**config.mk**
```make
export PLATFORM = sky130hd
export DESIGN_NAME = spi_slave_rx_flat
export DESIGN_NICKNAME = d
export VERILOG_FILES = /design/src/rtl/spi_slave_rx_if.sv /design/src/rtl/spi_slave_rx.sv /design/src/flat_wrapper.sv
export SDC_FILE = /design/constraint.sdc
export NUM_CORES = 1
export LEC_CHECK = 0
export ABC_AREA = 1
export CORE_AREA = 2 2 68 64
export DETAILED_ROUTE_END_ITERATION = 16
export DIE_AREA = 0 0 70 66
export PLACE_DENSITY = 0.7
export SYNTH_ARGS = -nofsm -noshare
export SYNTH_HDL_FRONTEND = slang
export SYNTH_SLANG_ARGS = --single-unit
```
**constraint.sdc**
```tcl
create_clock -name clk -period 1.6 [get_ports clk]
set_input_delay 0.4 -clock clk [delete_from_list [all_inputs] [get_ports clk]]
set_output_delay 0.4 -clock clk [all_outputs]
set_load 0.05 [all_outputs]
```
**src/rtl/spi_slave_rx_if.sv**
```systemverilog
// Bundles the SPI pins and the parallel receive/response side of spi_slave_rx.
// The slave modport is the receiver's view. The master modport is the far end, either a link master or a bench.
interface spi_slave_rx_if #(
    parameter int DATA_W = 8
);
    logic              sclk;
    logic              cs;
    logic              mosi;
    logic              miso;
    logic [DATA_W-1:0] tx_data;
    logic [DATA_W-1:0] rx_data;
    logic              rx_valid;
    logic              frame_err;
    logic              busy;

    modport slave (
        input  sclk, cs, mosi, tx_data,
        output miso, rx_data, rx_valid, frame_err, busy
    );

    modport master (
        output sclk, cs, mosi, tx_data,
        input  miso, rx_data, rx_valid, frame_err, busy
    );
endinterface

```
**src/rtl/spi_slave_rx.sv**
```systemverilog
// SPI mode-0 slave, oversampled in the clk domain: assembles MSB-first words from mosi,
// pulses rx_valid per word, flags aborted words, and shifts a response word out on miso.
module spi_slave_rx #(
    parameter int DATA_W      = 8,
    parameter int SYNC_STAGES = 2
) (
    input  logic           clk,
    input  logic           rst,
    spi_slave_rx_if.slave  bus
);
    localparam int CNT_W = $clog2(DATA_W) + 1;

    typedef enum logic {
        IDLE  = 1'b0,
        SHIFT = 1'b1
    } state_t;

    // Synchronizer chains; new samples enter at bit 0, the settled value leaves at the top.
    logic [SYNC_STAGES-1:0] sclk_sync, cs_sync, mosi_sync;
    logic                   sclk_d, cs_d;
    logic                   sclk_s, cs_s, mosi_s;
    logic                   sclk_rise, sclk_fall, cs_fall, cs_rise;

    state_t            state, state_n;
    logic [CNT_W-1:0]  bit_cnt, bit_cnt_n;
    logic [DATA_W-1:0] rx_shift, rx_shift_n;
    logic [DATA_W-1:0] tx_shift, tx_shift_n;
    logic [DATA_W-1:0] rx_data, rx_data_n;
    logic [DATA_W-1:0] rx_word;
    logic              rx_valid, rx_valid_n;
    logic              frame_err, frame_err_n;
    logic              last_bit;

    always_ff @(posedge clk or posedge rst) begin
        if (rst) begin
            sclk_sync <= '0;
            cs_sync   <= '1;
            mosi_sync <= '0;
            sclk_d    <= 1'b0;
            cs_d      <= 1'b1;
        end else begin
            sclk_sync <= {sclk_sync[SYNC_STAGES-2:0], bus.sclk};
            cs_sync   <= {cs_sync[SYNC_STAGES-2:0], bus.cs};
            mosi_sync <= {mosi_sync[SYNC_STAGES-2:0], bus.mosi};
            sclk_d    <= sclk_s;
            cs_d      <= cs_s;
        end
    end

    assign sclk_s    = sclk_sync[SYNC_STAGES-1];
    assign cs_s      = cs_sync[SYNC_STAGES-1];
    assign mosi_s    = mosi_sync[SYNC_STAGES-1];
    assign sclk_rise = sclk_s & ~sclk_d;
    assign sclk_fall = ~sclk_s & sclk_d;
    assign cs_fall   = ~cs_s & cs_d;
    assign cs_rise   = cs_s & ~cs_d;
    assign last_bit  = (bit_cnt == CNT_W'(DATA_W - 1));

    always_ff @(posedge clk or posedge rst) begin
        if (rst) begin
            state     <= IDLE;
            bit_cnt   <= '0;
            rx_shift  <= '0;
            tx_shift  <= '0;
            rx_data   <= '0;
            rx_valid  <= 1'b0;
            frame_err <= 1'b0;
        end else begin
            state     <= state_n;
            bit_cnt   <= bit_cnt_n;
            rx_shift  <= rx_shift_n;
            tx_shift  <= tx_shift_n;
            rx_data   <= rx_data_n;
            rx_valid  <= rx_valid_n;
            frame_err <= frame_err_n;
        end
    end

    always_comb begin
        state_n     = state;
        bit_cnt_n   = bit_cnt;
        rx_shift_n  = rx_shift;
        tx_shift_n  = tx_shift;
        rx_data_n   = rx_data;
        rx_valid_n  = 1'b0;
        frame_err_n = 1'b0;
        rx_word     = {rx_shift[DATA_W-2:0], mosi_s};
        case (state)
            IDLE: begin
                if (cs_fall) begin
                    tx_shift_n = bus.tx_data;
                    bit_cnt_n  = '0;
                    state_n    = SHIFT;
                end
            end
            SHIFT: begin
                if (sclk_rise) begin
                    rx_shift_n = rx_word;
                    if (last_bit) begin
                        rx_data_n  = rx_word;
                        rx_valid_n = 1'b1;
                        bit_cnt_n  = '0;
                        tx_shift_n = bus.tx_data;
                    end else begin
                        bit_cnt_n = bit_cnt + CNT_W'(1);
                    end
                end else if (sclk_fall) begin
                    tx_shift_n = tx_shift << 1;
                end
                // The edge above is applied first, so a word completed in this cycle is not an abort.
                if (cs_rise) begin
                    state_n     = IDLE;
                    frame_err_n = (bit_cnt_n != '0);
                end
            end
            default: state_n = IDLE;
        endcase
    end

    assign bus.busy      = (state == SHIFT);
    assign bus.miso      = (state == SHIFT) & tx_shift[DATA_W-1];
    assign bus.rx_data   = rx_data;
    assign bus.rx_valid  = rx_valid;
    assign bus.frame_err = frame_err;
endmodule
```
**src/flat_wrapper.sv**
```systemverilog
// flat-port wrapper written by rule: the top's interface ports become plain ports
module spi_slave_rx_flat 
#(
    parameter int DATA_W      = 8,
    parameter int SYNC_STAGES = 2
)
  (clk, rst, bus_sclk, bus_cs, bus_mosi, bus_tx_data, bus_miso, bus_rx_data, bus_rx_valid, bus_frame_err, bus_busy);
  spi_slave_rx_if #(.DATA_W(DATA_W)) bus_i ();
  input  logic clk;
  input  logic rst;
  input wire logic [$bits(bus_i.sclk)-1:0] bus_sclk;
  input wire logic [$bits(bus_i.cs)-1:0] bus_cs;
  input wire logic [$bits(bus_i.mosi)-1:0] bus_mosi;
  input wire logic [$bits(bus_i.tx_data)-1:0] bus_tx_data;
  output wire logic [$bits(bus_i.miso)-1:0] bus_miso;
  output wire logic [$bits(bus_i.rx_data)-1:0] bus_rx_data;
  output wire logic [$bits(bus_i.rx_valid)-1:0] bus_rx_valid;
  output wire logic [$bits(bus_i.frame_err)-1:0] bus_frame_err;
  output wire logic [$bits(bus_i.busy)-1:0] bus_busy;
  assign bus_i.sclk = bus_sclk;
  assign bus_i.cs = bus_cs;
  assign bus_i.mosi = bus_mosi;
  assign bus_i.tx_data = bus_tx_data;
  assign bus_miso = bus_i.miso;
  assign bus_rx_data = bus_i.rx_data;
  assign bus_rx_valid = bus_i.rx_valid;
  assign bus_frame_err = bus_i.frame_err;
  assign bus_busy = bus_i.busy;
  spi_slave_rx #(.DATA_W(DATA_W), .SYNC_STAGES(SYNC_STAGES)) u_core (.clk(clk), .rst(rst), .bus(bus_i));
endmodule
```
==> results of run 1 <==
## critical path, stage by stage, from the launching register on
cell and delay [ns]:
dfrtp_2 0.50, nand2_1 0.08, inv_1 0.10, buf_12 0.14
## cell families (layout without fill, tap and decap cells)
kind of cell | count (synthesis) | in the layout | share of synthesized area [%]
flops | 38 | 38 | 58.4
compound gates | 22 | 22 | 8.73
fa+ha+maj | 2 | 2 | 1.53
simple gates | 94 | 94 | 24.6
buf+inv | 26 | 59 | 6.74
## worst paths after layout
path	start	to	slack (ns)	cells past startpoint
hold reg to reg	u_core.sclk_sync[0]	u_core.sclk_sync[1]	0.35	0
setup reg to reg	u_core.bit_cnt[0]	u_core.tx_shift[6]	0.15	6
max in group asynchronous	rst	u_core.rx_shift[1]	0.92	3
hold / removal	u_core.sclk_sync[0]	u_core.sclk_sync[1]	0.35	0
min in group asynchronous	rst	u_core.tx_shift[5]	0.42	3
setup / recovery	u_core.bus.busy	bus_miso	0.1	3
## power breakdown
part,switching (uW),internal (uW)
Clock,342,625
Combinational,270,182
Sequential,100,1100
## area by class of cell
cell class                      count  area [um2]
Fill cell                         355        1690
Tap cell                           48        60.1
Sequential cell                    38         956
Inverter                           23        87.6
Timing Repair Buffer               28         390
Multi-Input combinational cell    118         587
Clock buffer                        5        68.8
Clock inverter                      3        68.8
## metrics by stage
stage / worst slack (ns) / instance area, um2 / std cells / total power (uW)
floorplan: 0.00218 / 1630 / 182 / 1500
CTS: 0.0632 / 2200 / 263 / 2640
global route: 0.0369 / 2220 / 263 / 2780
detailed placement: 0.0904 / 2060 / 255 / 1660
finish: 0.0955 / 2220 / 263 / 2620
global placement: 0.135 / 2060 / 255 / 1650
## sequential cells by signal, summed over array words and instances (netlist names), 2 cells and up
signal and cells:
u_core.tx_shift 8, u_core.mosi_sync 2, u_core.sclk_sync 2, u_core.cs_sync 2
u_core.rx_shift 7, u_core.bit_cnt 4, u_core.bus.rx_data 8
## metal layers
metal / up-vias / wire length [um] / track usage, %
li1: 627 / - / -
met1: 556 / 1390 / 18.0
met2: 30 / 1290 / 23.2
met3: 7 / 123 / 4.27
met4: 0 / 69 / 7.93
met5: - / 0 / 0
## placed cells by master, fill, tap and decap left out, drive strengths merged
| cell | count |
|---|---|
| ha | 2 |
| o21ai | 16 |
| nand4 | 1 |
| nor2 | 7 |
| dfrtp | 35 |
| clkinv | 2 |
| clkbuf | 5 |
| nand2 | 75 |
| o22ai | 2 |
| buf | 16 |
| dfstp | 3 |
| a21oi | 4 |
| bufinv | 2 |
| inv | 22 |
| nand3b | 1 |
| nand3 | 10 |
| clkdlybuf4s50 | 12 |
## Yosys cell counts
master | instances | area [um2]
buf_6 | 1 | 11.3
nand3b_1 | 1 | 7.51
nor2_1 | 6 | 22.5
nand3_1 | 10 | 50.1
inv_1 | 21 | 78.8
nand2_1 | 72 | 270
a21oi_1 | 2 | 10.0
ha_1 | 2 | 25.0
dfrtp_1 | 35 | 876
clkinv_2 | 1 | 5.00
o22ai_1 | 2 | 12.5
inv_2 | 1 | 3.75
nor2_4 | 1 | 11.3
o21ai_1 | 2 | 10.0
nand4_4 | 1 | 21.3
o21ai_2 | 6 | 52.6
o21ai_0 | 8 | 40.0
clkbuf_1 | 1 | 3.75
dfstp_2 | 3 | 78.8
nand2_2 | 3 | 18.8
buf_4 | 1 | 7.51
a21oi_2 | 2 | 17.5
## repair_timing
action,in CTS,in global routing
hold buffers,0,0
setup endpoints to repair,1,8
gates resized for setup,1,3
==> metrics, run 1 <==
status=finished, final reports clean; Slew HR=around four fifths; Antenna diodes=0; crit share post-route=94.0%; Clock Skew=0.00865 ns; PwrDens=around 1200 nW/um2; initial core utilization=41.8%; post-DP HPWL=2.00 mm; WS Path Type=flop to output pin; vias per inst=4.64; Syn Std Cell Area=between 1500 and 2000 um2; Hold/Removal Path Class=flop to flop; worst hold slack=roughly 0.35 ns; H-Tree Depth=2; GRT Util Overall=between 10% and 20%; Die Area=around 4600 um2; Max FO, Critical Path=8; critical path startpoint category=flop; Cell variety after synth=22; Synth Register Bits=38; postcts setup bufs=0; CTS root buffer=clkbuf_8; clk sinks=38; vias in the first global route=1212; leakage=0.00111 uW; antenna-violating nets left=0; Setup TNS Final=0 ns; Max Slew Vio Count=0; Syn Nets=197; clock tree from TritonCTS=yes; register clock-pin slew on the reported worst setup and hold paths=0.07 ns; syn avg cell area=8.98 um2; Post-Synthesis Cells=approximately 180; clock buffer count from CTS=5; Nets=229; initial antenna violation count=0; I/O Buffers=24; first-pass GRT wire length=5.17 mm; 1st-pass router iterations=4; Remaining Overflow, GRT=0; fin util=56.8%; Slew @ Worst Pin=0.319 ns; Max Buffers Root-to-Sink=2; Worst IR Drop VDD=about 0.6 mV; WP data required=1.20 ns; synth-to-layout area growth=35.8%; clk_lat worst skew=0.29 ns; Arrival @ worst endpoint=1.10 ns; sequential area share after synthesis=58.4%; number of synthesis warnings=0; GP Congestion=0.815; CP endpoint kind=output pin; Max-Cap Viols=0; final WL=roughly 2.9 mm; endpoints failing setup=0; largest net degree at the start of global routing=24; DR iter-0 viols=72; final hold vios=0; WL per Instance=10.9 um; share of cells above drive strength 1=20.5%; num rows=22; Die Y=about 66 um; core area=3910 um2; unrepaired setup endpoints after global routing=no; die extent in x=70 um; detailed-route DRC error count=0; FMAX=0.665 GHz; overall via count from detail_route=approximately 1200; post-layout minimum cycle time=1.50 ns; Ports=25
No activity file was read; power rests on OpenSTA's default activity.
==> run 2, diff against run 1 <==
==> constraint.sdc (replaced) <==
create_clock -name clk -period 1.6 [get_ports clk]
set_input_delay 0.24 -clock clk [delete_from_list [all_inputs] [get_ports clk]]
set_output_delay 0.24 -clock clk [all_outputs]
set_load 0.05 [all_outputs]
==> run 2 against run 1 <==
  * Sequential power about the same
  * Die area unchanged
  * Setup slack improved by 0.029 ns
  * Sequential cell count unchanged
  * Critical endpoint is now u_core.tx_shift[6]
  * Largest power group unchanged
==> metrics, run 2 (same netlist as run 1, synthesis figures left out) <==
Nets=229 (unchanged); clock buffer count from CTS=5 (unchanged); largest net degree at the start of global routing=39 (+63%); post-DP HPWL=1.91 mm (-4.1%); critical path startpoint category=flop; FMAX=0.678 GHz (+1.9%); Slew @ Worst Pin=0.383 ns (+0.0646 ns); antenna-violating nets left=0 (unchanged); Setup TNS Final=0 ns (unchanged); vias per inst=4.68 (+0.88%); Slew HR=74.4% (-4.3 points); clk sinks=38 (unchanged); Arrival @ worst endpoint=1.64 ns (+0.54 ns); detailed-route DRC error count=0 (unchanged); Max FO, Critical Path=9 (+1); PwrDens=1180 nW/um2 (about the same); Regs by FF count=u_core.bus.rx_data x8, u_core.tx_shift x8, u_core.rx_shift x7; post-layout minimum cycle time=1.48 ns (-0.0287 ns); overall via count from detail_route=1226 (+0.49%); endpoints failing setup=0 (unchanged); met2 WL=1.21 mm (-6.3%); initial antenna violation count=0 (unchanged); fin util=53.0% (-3.7 points); GP Congestion=0.783 (-4.0%); num rows=22 (unchanged); synth-to-layout area growth=26.8%; Switching Share=27.3% (+0.19 points); Die Area=4620 um2 (unchanged); CTS Hold Bufs=0 (unchanged); unrepaired setup endpoints after global routing=no; final WL=2.68 mm (-6.8%); Psw=670 uW (-6.0%); 1st-pass router iterations=4 (unchanged); initial core utilization=41.8% (unchanged); DR WL met3=127 um (+3.3%); status=finished, final reports clean; Clock Skew=0.00488 ns (-0.00377 ns); core area=3910 um2 (unchanged); commonest non-fill, non-tap cells in the layout=nand2_1, dfrtp_1, inv_1; Remaining Overflow, GRT=0 (unchanged); WL per Instance=10.2 um (-6.5%); Worst IR Drop VDD=0.719 mV (+20%); Int Pwr=1780 uW (-6.9%); Layout fillers=366 (+3.1%); final hold vios=0 (unchanged); R2R setup slack=0.12 ns (-0.03 ns); WS Path Type=flop to flop; DR top layer=met4; register clock-pin slew on the reported worst setup and hold paths=0.07 ns (about the same); H-Tree Depth=2 (unchanged); Clock power frac=33.2% (-3.7 points); GRT Util Overall=13.3% (-1.3 points); CP endpoint kind=flop; crit share post-route=92.2% (-1.8 points); DR iter-0 viols=70 (-2.8%); first-pass GRT wire length=4.88 mm (-5.6%); I/O Buffers=24 (unchanged); vias in the first global route=1157 (-4.5%); Antenna diodes=0 (unchanged); commonest non-fill, non-tap cell in the layout=nand2_1; Max-Cap Viols=0 (unchanged); share of cells above drive strength 1=19.6% (-0.84 points); leakage=0.00108 uW (-3.0%); Die Y=66 um (unchanged); Metal-1 WL=1.32 mm (-4.8%); CTS root buffer=clkbuf_8; clk_lat worst skew=0.28 ns (about the same); postcts setup bufs=0 (unchanged); CTS-repair resized insts=0 (-1); WP data required=1.76 ns (+0.56 ns); die extent in x=70 um (unchanged); Max Slew Vio Count=0 (unchanged); register share of total power=48.7% (+2.8 points); Ports=25 (unchanged); clock tree from TritonCTS=yes; Hold/Removal Path Class=input port to async pin; Comb power frac=18.1% (+0.9 points); Max Buffers Root-to-Sink=2 (unchanged)
## run 2: cell count changes in the layout (fill, tap and decap cells not counted)
cell and delta:
buf_4 +9, a21oi_2 +1, clkinv_4 -1, buf_12 -9, dfrtp_2 -1, clkbuf_8 +1, bufinv_16 -1, dfrtp_1 +1
a21oi_4 -1
## run 2: through the flow
stage / instance area (um2) / instances / setup WS, ns / hold slack (ns) / total power [uW]
6_report: 2070 / 262 / 0.124 / 0.305 / 2450
4_1_cts: 2060 / 262 / 0.0587 / 0.310 / 2470
3_3_place_gp: 1950 / 255 / 0.131 / 0.335 / 1640
2_1_floorplan: 1630 / 182 / 0.0609 / 0.244 / 1500
5_1_grt: 2070 / 262 / 0.0132 / 0.340 / 2590
3_5_place_dp: 1950 / 255 / 0.0954 / 0.337 / 1650
## run 2: cell type report
class | instances | area [um2] | share of cell area (%)
Clock inverter | 1 | 30.0 | 1.45
Timing Repair Buffer | 28 | 278 | 13.4
Sequential cell | 38 | 955 | 46.1
Tap cell | 48 | 60.1 | 2.90
Multi-Input combinational cell | 118 | 579 | 28.0
Clock buffer | 6 | 82.6 | 3.99
Inverter | 23 | 87.6 | 4.23
## run 2: final timing paths
kind                                           from             endpoint  cells after the start
worst max-delay path            u_core.sclk_sync[1]   u_core.tx_shift[6]                      5
worst min-delay path                            rst   u_core.tx_shift[1]                      3
worst max register to register  u_core.sclk_sync[1]   u_core.tx_shift[6]                      5
worst min register to register  u_core.mosi_sync[0]  u_core.mosi_sync[1]                      0
max in group asynchronous                       rst          u_core.cs_d                      3
min in group clk                u_core.mosi_sync[0]  u_core.mosi_sync[1]                      0
## run 2: metal layers
metal,vias to the layer above,global-route usage (%)
li1,627,-
met1,564,16.8
met2,33,21.9
met3,2,3.81
met4,0,4.57
met5,-,0
## run 2: critical path: stages (launching register included)
cell and delay [ns]:
dfrtp_1 0.39, ha_1 0.29, a21oi_2 0.34, nand2_2 0.18, nand2_1 0.11, nand2_1 0.05
## run 2: power groups by stage
stage	Clock (uW)	Combinational (uW)	Sequential, uW
floorplan	0	297	1200
global placement	0	436	1210
detailed placement	0	448	1200
CTS	832	450	1190
global route	876	511	1210
finish	813	444	1190
==> run 3, diff against run 2 <==
--- a/constraint.sdc
+++ b/constraint.sdc
@@ -3,2 +3,2 @@
 set_output_delay 0.24 -clock clk [all_outputs]
-set_load 0.05 [all_outputs]
+set_load 0.005 [all_outputs]
==> run 3 against run 2 <==
  * Critical endpoint is now bus_miso
  * Count of clock-buffer cells in the layout decreased by 1
  * Cell count increased by 1.9%
  * Sequential power barely moved
  * Power rose by 4.6%
  * First-iteration DRC count shrank 16%
  * Global-route usage grew 0.15 points
==> metrics, run 3 (same netlist as run 1, synthesis figures left out) <==
Die Area=4620 um2 (unchanged); overall via count from detail_route=1225 (-0.082%); Regs by FF count=u_core.bus.rx_data x8, u_core.tx_shift x8, u_core.rx_shift x7; Nets=233 (+1.7%); final setup margin=0.0849 ns (-0.0393 ns); CP endpoint kind=output pin; Remaining Overflow, GRT=0 (unchanged); die extent in x=70 um (unchanged); crit share post-route=94.7% (+2.5 points); endpoints failing setup=0 (unchanged); Clock Skew=0.00884 ns (+0.00396 ns); CTS Hold Bufs=0 (unchanged); Ports=25 (unchanged); Antenna diodes=0 (unchanged); critical path startpoint category=flop; vias per inst=4.59 (-2.0%); commonest non-fill, non-tap cell in the layout=nand2_1; Max-Cap Viols=0 (unchanged); WP data required=1.36 ns (-0.40 ns); CTS root buffer=clkbuf_8; leakage=0.00108 uW (-0.23%); clock tree from TritonCTS=yes; DR iter-0 viols=59 (-16%); Worst IR Drop VDD=0.651 mV (-9.4%); register clock-pin slew on the reported worst setup and hold paths=0.08 ns (about the same); clk_lat worst skew=0.29 ns (about the same); PwrDens=1210 nW/um2 (+2.1%); largest net degree at the start of global routing=39 (unchanged); Hold/Removal Path Class=input port to async pin; 1st-pass router iterations=4 (unchanged); antenna-violating nets left=0 (unchanged); FMAX=0.660 GHz (-2.6%); detailed-route DRC error count=0 (unchanged); Setup TNS Final=0 ns (unchanged); status=finished, final reports clean; final hold vios=0 (unchanged); H-Tree Depth=2 (unchanged); synth-to-layout area growth=29.9%; initial antenna violation count=0 (unchanged); unrepaired setup endpoints after global routing=no; first-pass GRT wire length=4.82 mm (-1.1%); share of cells above drive strength 1=16.0% (-3.6 points); post-DP HPWL=1.90 mm (-0.57%); Slew HR=76.2% (+1.8 points); vias in the first global route=1099 (-5.0%); Die Y=66 um (unchanged); Arrival @ worst endpoint=1.28 ns (-0.36 ns); WL per Instance=10.4 um (+1.2%); clk sinks=38 (unchanged); worst hold slack=0.283 ns (-0.0213 ns); num rows=22 (unchanged); GP Congestion=0.828 (+5.8%); GRT Util Overall=13.4% (+0.15 points); Max Slew Vio Count=0 (unchanged); clock buffer count from CTS=5 (unchanged); I/O Buffers=24 (unchanged); final WL=2.77 mm (+3.2%); post-layout minimum cycle time=1.52 ns (+0.0393 ns); core area=3910 um2 (unchanged); Max FO, Critical Path=3 (-6); initial core utilization=41.8% (unchanged); WS Path Type=flop to output pin; worst slack, placed=0.188 ns (+0.0929 ns); Max Buffers Root-to-Sink=2 (unchanged); commonest non-fill, non-tap cells in the layout=nand2_1, dfrtp_1, clkdlybuf4s50_1; Slew @ Worst Pin=0.356 ns (-0.0271 ns)
run 3: stage by stage:
step	total power, uW	utilization (%)	instance area, um2	std cells
after global routing	2720	54.3	2120	267
after floorplan	1460	-	1630	182
after detailed placement	1600	50.2	1960	256
after global placement	1590	50.2	1960	256
final	2560	54.3	2120	267
after CTS	2590	54.3	2120	267
run 3: power by group:
part           internal (uW)  switching [uW]
registers               1100            84.3
logic                    173             231
clock network            625             346
run 3: cell type report:
cell class,instances,area (um2)
Fill cell,371,1790
Multi-Input combinational cell,118,569
Clock buffer,5,68.8
Clock inverter,3,68.8
Sequential cell,38,956
Inverter,23,87.6
Timing Repair Buffer,32,313
Tap cell,48,60.1
run 3: worst max-delay path, stage by stage (launching register included):
cell	delay [ns]
dfrtp_2	0.39
nand2_1	0.07
inv_1	0.06
clkdlybuf4s50_1	0.49
run 3: path summary, 6_finish.rpt:
check,startpoint,to,slack [ns],depth (start not counted)
worst min register to register,u_core.cs_sync[0],u_core.cs_sync[1],0.36,0
worst max-delay path,u_core.bus.busy,bus_miso,0.08,3
max in group asynchronous,rst,u_core.cs_d,1.05,3
min in group clk,bus_cs,u_core.cs_sync[0],0.36,1
worst min-delay path,rst,u_core.mosi_sync[0],0.28,3
worst max register to register,u_core.sclk_sync[1],u_core.tx_shift[1],0.19,5
run 3: per-layer routing:
layer | share of wire, % | vias up | global-route usage [%]
met2 | 45 | 38 | 21.5
met3 | 5.5 | 4 | 4.12
met4 | 0.94 | 0 | 4.33
met5 | 0 | - | 0
met1 | 49 | 544 | 17.4
li1 | - | 639 | -
run 3: what timing repair did:
item | 4_1_cts | 5_1_grt
gates resized for setup | 1 | 0
buffers inserted | 3 | 0
setup endpoints to repair | 2 | 0
